File: config.mk
export PLATFORM = sky130hd
export DESIGN_NAME = sumador_arbiter
export DESIGN_NICKNAME = d
export VERILOG_FILES = /design/src/rtl/sumador_arbiter.sv
export SDC_FILE = /design/constraint.sdc
export NUM_CORES = 1
export LEC_CHECK = 0
export ABC_AREA = 1
export BUFFER_PORTS_ARGS = -buffer_cell sky130_fd_sc_hd__buf_2
export CAP_MARGIN = 20
export CORE_MARGIN = 2
export CORE_UTILIZATION = 30
export DETAILED_ROUTE_END_ITERATION = 6
export GPL_TIMING_DRIVEN = 0
export PLACE_DENSITY = 0.59
export SLEW_MARGIN = 20
export SYNTH_ARGS = -nofsm -noshare
export SYNTH_HDL_FRONTEND = slang
export SYNTH_SLANG_ARGS = --single-unit
File: constraint.sdc
create_clock -name CLK -period 7.1 [get_ports CLK]
set_input_delay 1.42 -clock CLK [delete_from_list [all_inputs] [get_ports CLK]]
set_output_delay 1.42 -clock CLK [all_outputs]
set_load 0.005 [all_outputs]
File: src/rtl/sumador_arbiter.sv
// Round-robin arbiter sharing one `sumador` adder among NREQ requesters, with a registered, ID-tagged response.
// Optional macro SUMADOR_ARB_CARRY_EN adds the registered rsp_carry output.

module sumador #(
    parameter int WIDTH = 32
) (
    input  logic [WIDTH-1:0] dataa,
    input  logic [WIDTH-1:0] datab,
`ifdef SUMADOR_ARB_CARRY_EN
    output logic             carry,
`endif
    output logic [WIDTH-1:0] result
);
`ifdef SUMADOR_ARB_CARRY_EN
    assign {carry, result} = {1'b0, dataa} + {1'b0, datab};
`else
    assign result = dataa + datab;
`endif
endmodule

module sumador_arbiter #(
    parameter int WIDTH = 32,
    parameter int NREQ  = 4,
    parameter int IDW   = $clog2(NREQ)
) (
    input  logic                  CLK,
    input  logic                  RST_n,
    input  logic [NREQ-1:0]       req_valid,
    output logic [NREQ-1:0]       req_ready,
    input  logic [NREQ*WIDTH-1:0] req_dataa,
    input  logic [NREQ*WIDTH-1:0] req_datab,
    output logic                  rsp_valid,
    input  logic                  rsp_ready,
    output logic [IDW-1:0]        rsp_id,
`ifdef SUMADOR_ARB_CARRY_EN
    output logic                  rsp_carry,
`endif
    output logic [WIDTH-1:0]      rsp_result
);

    typedef enum logic {EMPTY, FULL} state_t;

    state_t           state_q, state_d;
    logic [IDW-1:0]   rr_ptr;
    logic [IDW-1:0]   gnt_idx;
    logic [IDW-1:0]   cand;
    logic             found;
    logic             accept;
    logic             xfer;
    logic [WIDTH-1:0] opa, opb, sum;
`ifdef SUMADOR_ARB_CARRY_EN
    logic             sum_carry;
`endif

    assign rsp_valid = (state_q == FULL);
    assign accept    = ~rsp_valid | rsp_ready;
    assign xfer      = |req_ready;

    // First valid requester scanning from rr_ptr upward, wrapping at NREQ.
    always_comb begin
        found   = 1'b0;
        gnt_idx = '0;
        cand    = '0;
        for (int unsigned i = 0; i < NREQ; i++) begin
            cand = IDW'((32'(rr_ptr) + i) % NREQ);
            if (!found && req_valid[cand]) begin
                found   = 1'b1;
                gnt_idx = cand;
            end
        end
    end

    always_comb begin
        req_ready = '0;
        if (RST_n && accept && found)
            req_ready[gnt_idx] = 1'b1;
    end

    always_comb begin
        opa = '0;
        opb = '0;
        for (int unsigned i = 0; i < NREQ; i++) begin
            if (IDW'(i) == gnt_idx) begin
                opa = req_dataa[i*WIDTH +: WIDTH];
                opb = req_datab[i*WIDTH +: WIDTH];
            end
        end
    end

    sumador #(.WIDTH(WIDTH)) u_sumador (
        .dataa  (opa),
        .datab  (opb),
`ifdef SUMADOR_ARB_CARRY_EN
        .carry  (sum_carry),
`endif
        .result (sum)
    );

    always_comb begin
        state_d = state_q;
        case (state_q)
            EMPTY:   if (xfer) state_d = FULL;
            FULL:    if (xfer) state_d = FULL;
                     else if (rsp_ready) state_d = EMPTY;
            default: state_d = EMPTY;
        endcase
    end

    always_ff @(posedge CLK or negedge RST_n) begin
        if (!RST_n) begin
            state_q    <= EMPTY;
            rr_ptr     <= '0;
            rsp_id     <= '0;
            rsp_result <= '0;
`ifdef SUMADOR_ARB_CARRY_EN
            rsp_carry  <= 1'b0;
`endif
        end else begin
            state_q <= state_d;
            if (xfer) begin
                rsp_id     <= gnt_idx;
                rsp_result <= sum;
`ifdef SUMADOR_ARB_CARRY_EN
                rsp_carry  <= sum_carry;
`endif
                rr_ptr     <= (gnt_idx == IDW'(NREQ - 1)) ? '0 : gnt_idx + 1'b1;
            end
        end
    end

endmodule
==> flow_summary_export.csv <==
group,metric,value,unit
layout,n_fill_cell,2268,
yosys,synthDistinctLibCells,32,
clock_network,cts_buffer_depth,2,
setup_path,cp_max_fo,10,
placement,dp_slack,0.5562,ns
floorplan,core-area,19590,um^2
timing,final.setup.tns,0,ns
grt,grt_pass1_wl,40180,um
clock_network,ctsHoldBuffers,0,
timing,maxSlewViolCount,0,
placement,port_buffers,301,
timing,fmax,0.1567,GHz
timing,setup_ws,0.7202,ns
clock_network,clk_latency,0.28,ns
setup_path,start_kind,"input pin",
clock_network,cts_sinks,37,
route,wl_per_cell,15.38,um
layout,drive_above_1_share,23.61,%
timing,max-slew-margin-rel,27.16,%
clock_network,cts_setup_buffers,0,
layout,stdcell_area,7995,um^2
clock_network,path_clk_slew,0.05,ns
min_path,hold_depth,2,
floorplan,dieHeight,145.6,um
min_path,worstHoldPathType,"flip-flop to flip-flop",
yosys,syn_avg_cell_area,5.524,um^2
route,first_iter_violations,448,
timing,fin_crit_sh,89.86,%
floorplan,initial_core_util,30.71,%
yosys,syn-num-nets,1388,
setup_path,r2r_cells,27,
setup_path,cp.required,7.27,ns
clock_network,clockRootBuffer,"clkbuf_16",
route,drc_errors,0,
setup_path,cp_slowest_stage_delay,0.85,ns
timing,hold_viol,0,
layout,final_cell_mix,"nand2_1 (404), buf_2 (301), inv_1 (132)",
layout,synthToLayoutAreaGrowth,32.90,%
setup_path,cp-end-kind,"flip-flop",
grt,grt_usage,23.64,%
yosys,syn_area,6016,um^2
setup_path,crit_top_cell,"nand2_1",
setup_path,ff2ff_setup_slack,1.42,ns
layout,final_common_cell,"nand2_1",
route,ant_nets,0,
timing,min_period,6.380,ns
clock_network,cts-resized-gates,0,
timing,rsz0062_at_grt,"false",
setup_path,critPathKind,"input pin to flip-flop",
yosys,ys_warn_count,0,
grt,grt_max_degree,39,
route,drt_first_pass_iters,7,
setup_path,cp_data_arrival_time,6.55,ns
floorplan,row_count,51,
outcome,status,"complete, no violations",
layout,regArea,925.9,um^2
timing,worstMarginPinSlew,1.089,ns
layout,finish.utilization,40.81,%
clock_network,cts_tree,"built",
flow_run,maxCapViolations,0,
grt,grt_overflow,0,
yosys,syn_inst,1089,
placement,place.gp.congestion,0.9235,
route,routed_via_density,4.819,
floorplan,die-area,21200,um^2
placement,dpl_cell_area,7854,um^2
grt,grt_antenna_before_repair,1,
grt,grt_pass1_vias,7878,
clock_network,h-tree-depth,2,
layout,multi_input_area,4298,um^2
timing,setup_viol_count_final,0,
timing,fin_skew,0.005113,ns
yosys,ys_ff_latch,37,
route,wirelength,25600,um
floorplan,die_w,145.6,um
layout,finalNetCount,1696,
floorplan,boundaryPins,302,
clock_network,cts_buffers,5,
setup_path,slowest_stage,"nor2_1",
yosys,yosysSeqAreaShare,15.39,%
route,vias,8019,
placement,dp_hpwl,22150,um
## cells in the mapped netlist, drive strengths merged
cell    number  area (um^2)
nand4        6        37.54
o211ai       4        40.03
xor2        15        131.4
a22oi       48        360.4
ha          35        437.9
nor3         5        25.02
a21o         1        7.510
nor2       104        397.9
buf         19        157.7
and2         6        37.54
o31ai       14        105.1
and3         1        6.260
o21ai       54        270.3
o21a         1        7.510
nand2      406         1529
fa           1        20.02
clkbuf      34        127.6
inv        135        506.7
nand3       76        390.4
a221oi      14        122.6
a21oi       71        355.3
o21bai       1        7.510
dfrtp       37        925.9
xnor2        1        8.760
## worst max-delay path, delay by kind of cell
family                   cells  cell delay [ns]
adder cells (fa/ha/maj)      3             0.91
AO/OA/AOI/OAI                3             1.10
AND/OR/NAND/NOR             18             2.36
buffers and inverters        3             0.70
## worst paths after layout
kind / start / end
min in group asynchronous: RST_n / rsp_result[3]
max reg2reg: rr_ptr[0] / rsp_result[28]
max in group asynchronous: RST_n / rsp_result[18]
max: req_valid[3] / rsp_result[28]
min: rsp_result[17] / rsp_result[17]
min reg2reg: rsp_result[17] / rsp_result[17]
## metal layers
metal  vias up  routed length [um]  global-route usage [%]
li1       4159                   -                       -
met1      3553               11370                   29.78
met2       266               12230                   41.78
met3        41                1355                   3.887
met4         0                 642                   6.373
met5         -                   0                       0
## cell type report
cell class | count | share of cell area (%)
clock inverters | 2 | 0.1252
flip-flops and latches | 37 | 11.58
clock buffers | 6 | 1.612
well taps | 265 | 4.147
diodes | 1 | 0.03130
repair buffers | 301 | 18.84
inverters | 135 | 6.338
multi-input cells | 864 | 53.76
plain buffers | 53 | 3.568
## stage by stage
step / hold slack [ns] / std cells
after floorplan: 0.5008 / 1089
after global placement: 0.4930 / 1655
after detailed placement: 0.4891 / 1655
after CTS: 0.5058 / 1663
after global routing: 0.5342 / 1664
final: 0.5057 / 1664
## flip-flops by register name, indices dropped and copies added, names as in the netlist
name	count
rr_ptr	2
rsp_id	2
rsp_result	32
rsp_valid	1
## logic make-up (layout without fill, tap and decap cells)
kind of cell,after synthesis,in the layout,share of synthesized area (%)
xor+xnor,16,16,2.330
other cells,0,1,0
compound gates,208,208,21.21
flops,37,37,15.39
simple gates,604,604,40.29
fa+ha+maj,36,36,7.612
buf+inv,188,497,13.17
Power is not shown: default switching activity piles up to over one toggle a cycle in this logic, so the estimate is an artifact.
